`src/rtl/mux_scan_sel_if.sv`:
```
// Bus bundle for the registered N-channel selector: control and packed channel
// data in, selected sample plus sample/sweep strobes out.
interface mux_scan_sel_if #(
    parameter int CHANNELS = 4,
    parameter int WIDTH    = 4
);
    localparam int SEL_W = $clog2(CHANNELS);

    logic                      en;
    logic                      mode;
    logic [SEL_W-1:0]          sel_in;
    logic [CHANNELS*WIDTH-1:0] din;
    logic [WIDTH-1:0]          dout;
    logic [SEL_W-1:0]          sel_out;
    logic                      valid;
    logic                      wrap;

    modport master (
        output en, mode, sel_in, din,
        input  dout, sel_out, valid, wrap
    );

    modport slave (
        input  en, mode, sel_in, din,
        output dout, sel_out, valid, wrap
    );
endinterface

```
`src/rtl/mux_scan_sel.sv`:
```
// Registered N-channel selector with manual select and an auto-scan sequencer
// that dwells DWELL cycles per channel, flagging settled samples and sweep ends.
module mux_scan_sel #(
    parameter int CHANNELS = 4,
    parameter int WIDTH    = 4,
    parameter int DWELL    = 3,
    parameter int SEL_W    = $clog2(CHANNELS)
) (
    input  logic           clk,
    input  logic           rst_n,
    mux_scan_sel_if.slave  bus
);

    localparam int                CNT_W    = (DWELL > 1) ? $clog2(DWELL) : 1;
    localparam int                SLOTS    = 1 << SEL_W;
    localparam logic [SEL_W:0]    CH_COUNT = (SEL_W + 1)'(CHANNELS);
    localparam logic [SEL_W-1:0]  CH_LAST  = SEL_W'(CHANNELS - 1);
    localparam logic [CNT_W-1:0]  CNT_LAST = CNT_W'(DWELL - 1);

    typedef enum logic [1:0] {
        IDLE   = 2'd0,
        MANUAL = 2'd1,
        SCAN   = 2'd2
    } state_t;

    state_t             state_reg, state_next;
    logic [WIDTH-1:0]   dout_reg, dout_next;
    logic [SEL_W-1:0]   sel_out_reg, sel_out_next;
    logic               valid_reg, valid_next;
    logic               wrap_reg, wrap_next;
    logic [SEL_W-1:0]   ch_reg, ch_next;
    logic [CNT_W-1:0]   cnt_reg, cnt_next;

    logic [SEL_W-1:0]   scan_ch;
    logic [CNT_W-1:0]   scan_cnt;
    logic               last_dwell;
    logic               sel_legal;

    // Select space is padded to a power of two so any sel value indexes safely.
    logic [WIDTH-1:0]   slot [SLOTS];

    generate
        for (genvar gi = 0; gi < SLOTS; gi++) begin : g_slot
            if (gi < CHANNELS) begin : g_used
                assign slot[gi] = bus.din[gi*WIDTH +: WIDTH];
            end else begin : g_pad
                assign slot[gi] = '0;
            end
        end
    endgenerate

    always_ff @(posedge clk) begin
        if (!rst_n) begin
            state_reg   <= IDLE;
            dout_reg    <= '0;
            sel_out_reg <= '0;
            valid_reg   <= 1'b0;
            wrap_reg    <= 1'b0;
            ch_reg      <= '0;
            cnt_reg     <= '0;
        end else begin
            state_reg   <= state_next;
            dout_reg    <= dout_next;
            sel_out_reg <= sel_out_next;
            valid_reg   <= valid_next;
            wrap_reg    <= wrap_next;
            ch_reg      <= ch_next;
            cnt_reg     <= cnt_next;
        end
    end

    // While frozen the state is kept so a re-enable can resume the sweep.
    always_comb begin
        state_next = state_reg;
        if (bus.en) begin
            state_next = bus.mode ? SCAN : MANUAL;
        end
    end

    // Entering scan from any other state starts at channel 0, dwell 0 on this edge.
    always_comb begin
        scan_ch    = (state_reg == SCAN) ? ch_reg  : '0;
        scan_cnt   = (state_reg == SCAN) ? cnt_reg : '0;
        last_dwell = (scan_cnt == CNT_LAST);
        sel_legal  = ({1'b0, bus.sel_in} < CH_COUNT);

        dout_next    = dout_reg;
        sel_out_next = sel_out_reg;
        valid_next   = 1'b0;
        wrap_next    = 1'b0;
        ch_next      = ch_reg;
        cnt_next     = cnt_reg;

        if (bus.en) begin
            if (!bus.mode) begin
                ch_next  = '0;
                cnt_next = '0;
                if (sel_legal) begin
                    dout_next    = slot[bus.sel_in];
                    sel_out_next = bus.sel_in;
                    valid_next   = 1'b1;
                end
            end else begin
                dout_next    = slot[scan_ch];
                sel_out_next = scan_ch;
                valid_next   = last_dwell;
                wrap_next    = last_dwell && (scan_ch == CH_LAST);
                if (last_dwell) begin
                    cnt_next = '0;
                    ch_next  = (scan_ch == CH_LAST) ? '0 : scan_ch + 1'b1;
                end else begin
                    cnt_next = scan_cnt + 1'b1;
                end
            end
        end
    end

    assign bus.dout    = dout_reg;
    assign bus.sel_out = sel_out_reg;
    assign bus.valid   = valid_reg;
    assign bus.wrap    = wrap_reg;

    a_wrap_has_valid: assert property (@(posedge clk) disable iff (!rst_n)
        wrap_reg |-> valid_reg);
    a_cnt_range: assert property (@(posedge clk) disable iff (!rst_n)
        cnt_reg <= CNT_LAST);
    a_ch_range: assert property (@(posedge clk) disable iff (!rst_n)
        ch_reg <= CH_LAST);

endmodule
```
`src/flat_wrapper.sv`:
```
// flat-port wrapper written by rule: the top's interface ports become plain ports
module mux_scan_sel_flat 
#(
    parameter int CHANNELS = 4,
    parameter int WIDTH    = 4,
    parameter int DWELL    = 3,
    parameter int SEL_W    = $clog2(CHANNELS)
)
  (clk, rst_n, bus_en, bus_mode, bus_sel_in, bus_din, bus_dout, bus_sel_out, bus_valid, bus_wrap);
  mux_scan_sel_if #(.CHANNELS(CHANNELS), .WIDTH(WIDTH)) bus_i ();
  input  logic clk;
  input  logic rst_n;
  input wire logic [$bits(bus_i.en)-1:0] bus_en;
  input wire logic [$bits(bus_i.mode)-1:0] bus_mode;
  input wire logic [$bits(bus_i.sel_in)-1:0] bus_sel_in;
  input wire logic [$bits(bus_i.din)-1:0] bus_din;
  output wire logic [$bits(bus_i.dout)-1:0] bus_dout;
  output wire logic [$bits(bus_i.sel_out)-1:0] bus_sel_out;
  output wire logic [$bits(bus_i.valid)-1:0] bus_valid;
  output wire logic [$bits(bus_i.wrap)-1:0] bus_wrap;
  assign bus_i.en = bus_en;
  assign bus_i.mode = bus_mode;
  assign bus_i.sel_in = bus_sel_in;
  assign bus_i.din = bus_din;
  assign bus_dout = bus_i.dout;
  assign bus_sel_out = bus_i.sel_out;
  assign bus_valid = bus_i.valid;
  assign bus_wrap = bus_i.wrap;
  mux_scan_sel #(.CHANNELS(CHANNELS), .WIDTH(WIDTH), .DWELL(DWELL), .SEL_W(SEL_W)) u_core (.clk(clk), .rst_n(rst_n), .bus(bus_i));
endmodule
```
`config.mk`:
```
export PLATFORM = sky130hd
export DESIGN_NAME = mux_scan_sel_flat
export DESIGN_NICKNAME = d
export VERILOG_FILES = /design/src/rtl/mux_scan_sel_if.sv /design/src/rtl/mux_scan_sel.sv /design/src/flat_wrapper.sv
export SDC_FILE = /design/constraint.sdc
export NUM_CORES = 1
export LEC_CHECK = 0
export ABC_AREA = 1
export CORE_MARGIN = 3
export CORE_UTILIZATION = 45
export DETAILED_ROUTE_END_ITERATION = 7
export DONT_BUFFER_PORTS = 1
export PLACE_DENSITY = 0.66
export SLEW_MARGIN = 15
export SYNTH_ARGS = -nofsm -noshare
export SYNTH_HDL_FRONTEND = slang
export SYNTH_SLANG_ARGS = --single-unit
export TNS_END_PERCENT = 20
```
`constraint.sdc`:
```
create_clock -name clk -period 1.3 [get_ports clk]
set_input_delay 0.26 -clock clk [delete_from_list [all_inputs] [get_ports clk]]
set_output_delay 0.26 -clock clk [all_outputs]
set_load 0.02 [all_outputs]
```
==> reports/results.ini <==
[run_status]
outcome = finished, final reports clean

[yosys]
synth-edff-count = 0
synth_cell_type_count = 22
yosysMostFrequentCell = nand2_1
synth_area_per_cell_sq_um = 6.26
netlist_area_sq_um = 890
ys_warn_count = 0
syn_inst = 142
async_flop_share_pct = 0
synth_top_area_share_pct = 31.5
synth-seq-area-share_pct = 31.5
netlist_top_cells_count = 46 x nand2_1, 17 x inv_1, 15 x nor2_1
synth.ff_latch_count = 14
yosys-top-cells-area = dfxtp_1 32%, nand2_1 19%, inv_1 7.2%, nor2_1 6.3%, nand3_1 4.5%
yosys.area.top_type = dfxtp_1
synth_fp_nets = 164
ys.flop_type = dfxtp_1

[detailed_routing]
finalWirelength_mm = 2.17
dr.first_iter.drc_count = 18
wl_met2_microns = 974
antenna_left = 0
routed_via_density = 5.20
highest_layer = met4
routedWlPerCell_microns = 12.9
dr_wl_met3_microns = 245
route.detailed.drc = 0
drtPass1Iterations = 4
vias = 874
routedLengthMet1_microns = 914

[layout]
largest_reg_flops = 4
antenna_cells = 0
drive_gt1_share_pct = 9.79
fill_cells = 195
fin_nets = 166
synthToLayoutAreaGrowth_pct = 6.33
fin_cells = 168

[worst_setup_path]
worstPathMaxFanout = 7
crit_arrival_ns = 1.33
crit_required_ns = 1.53
worstReg2RegStart = u_core.ch_reg[0]$_SDFFE_PN0P_
crit_end = u_core.bus.dout[1]$_SDFFE_PN0P_
setup.worst_path.start = u_core.ch_reg[0]$_SDFFE_PN0P_
reg2reg_to = u_core.bus.dout[1]$_SDFFE_PN0P_
critPathKind = reg -> reg
crit_path_start_kind = flip-flop
end_kind = flip-flop
reg2reg_depth = 7
ff2ff_setup_slack_ns = 0.20

[floorplan]
core_area_sq_um = 1800
dieHeight_microns = 50.5
initial_core_util_pct = 49.4
fp-row-count = 15
die_x_microns = 50.5
io_pins = 30
dieArea_sq_um = 2550

[grt]
track_usage_pct = 18.4
grt_pass1_wl_mm = 3.55
grt_max_degree = 13
grt_pass1_vias = 783
antenna_found_initial = 0
grt_overflow = 0

[power_and_ir_drop]
clockPowerShare_pct = 35.5
internal_power_uw = 655
swShare_pct = 27.3
p_sw_uw = 246
p_per_area_nw_per_um2 = 952
max-vdd-ir-drop_mv = 0.807
seqPwrFrac_pct = 53.2
leakage_nw = 0.464
combPwrFrac_pct = 11.4

[clock_network]
cts-root-buf = clkbuf_4
cts_tree = done
cts_sinks = 14
cts_buffer_depth = 2
clkTransAtPathRegs_ns = 0.09
post_cts_buffers = 0
cts_made_buffers = 3
clock_latency_ns = 0.28
htreeDepth = 1

[timing]
slew_headroom_pct = 76.9
fin_crit_ns = 1.10
whs_ns = 0.0756
timing.setup.tns_ns = 0
slew_viol_final = 0
hold_viol_final = 0
tightest_slew_ns = 0.345
setup_viol_count_final = 0
fin_crit_sh_pct = 84.5
rsz0062_at_grt = no
skew_ns = 0.000396
fmax_mhz = 910

[placement]
place_inst = 164
place_congestion = 0.895
hpwl_mm = 1.66
portBuffers = 0

[min_path]
min_from = rst_n
hold_class = in -> reg

[flow_run]
maxCapViolCount = 0

## cell type report
| type | count | area (sq um) | area share (%) |
|---|---|---|---|
| Clock buffer | 4 | 36.3 | 3.84 |
| Sequential cell | 14 | 282 | 29.8 |
| Inverter | 19 | 71.3 | 7.54 |
| Multi-Input combinational cell | 105 | 518 | 54.8 |
| Tap cell | 25 | 31.3 | 3.31 |
| Timing Repair Buffer | 1 | 7.51 | 0.794 |
## critical path, stage by stage (launching register included)
cell     delay [ns]
dfxtp_1        0.40
buf_4          0.18
nor2_1         0.05
nor2_1         0.10
o21ai_0        0.10
o21ai_1        0.09
nand2_1        0.07
nand2_1        0.06
## cells in the final DEF (no fill, tap or decap), types with 2 or more instances in the layout
cell type	instances
nand3_1	8
clkbuf_4	3
o21ai_1	8
a21oi_1	4
nand2_1	46
nor2_1	15
nand4_1	2
inv_2	3
dfxtp_1	13
inv_1	16
nand3_4	2
a21o_1	3
o21ai_0	8
o211ai_1	3
## cells by family (layout without fill, tap and decap cells)
group	Yosys count	after routing	synth area share [%]
buffers and inverters	23	24	12.0
flip-flops	14	14	31.5
AND/OR/NAND/NOR	77	77	38.7
AO/OA/AOI/OAI	28	28	17.9
## power by group through the flow
stage / combinational, mW / clock, mW / sequential, mW
3_5_place_dp: 0.0991 / 0 / 0.487
3_3_place_gp: 0.0991 / 0 / 0.486
5_1_grt: 0.120 / 0.353 / 0.482
2_1_floorplan: 0.0891 / 0 / 0.484
4_1_cts: 0.0998 / 0.328 / 0.477
6_report: 0.102 / 0.320 / 0.479
## metal layers
layer  up-vias  track usage [%]
met5         -                0
met4         0             8.07
met3         4             7.12
met2        43             27.6
met1       371             23.3
li1        456                -
## worst min path at each step
stage	to	slack, ns	cells after the start
6_report	u_core.bus.dout[3]$_SDFFE_PN0P_	0.08	2
5_1_grt	u_core.bus.dout[2]$_SDFFE_PN0P_	0.07	2
2_1_floorplan	u_core.bus.wrap$_SDFF_PN0_	0.40	2
3_3_place_gp	u_core.bus.dout[3]$_SDFFE_PN0P_	0.37	2
4_1_cts	u_core.bus.dout[3]$_SDFFE_PN0P_	0.07	2
3_5_place_dp	u_core.bus.dout[1]$_SDFFE_PN0P_	0.37	2
## repair_timing
item | CTS | global route
hold buffers | 0 | 0
setup endpoints to repair | 0 | 3
resized for setup | 0 | 4
## per-stage QoR
step                      power, mW  worst slack, ns  instance area, sq um  util [%]
final                         0.901            0.202                   946      52.5
after global routing          0.954           0.0688                   946      52.5
after CTS                     0.905           0.0772                   930      51.6
after detailed placement      0.586           0.0970                   893      49.6
after global placement        0.585            0.163                   893      49.6
after floorplan               0.573            0.251                   890         -
Note: power is estimated with default switching activity, not from simulation.
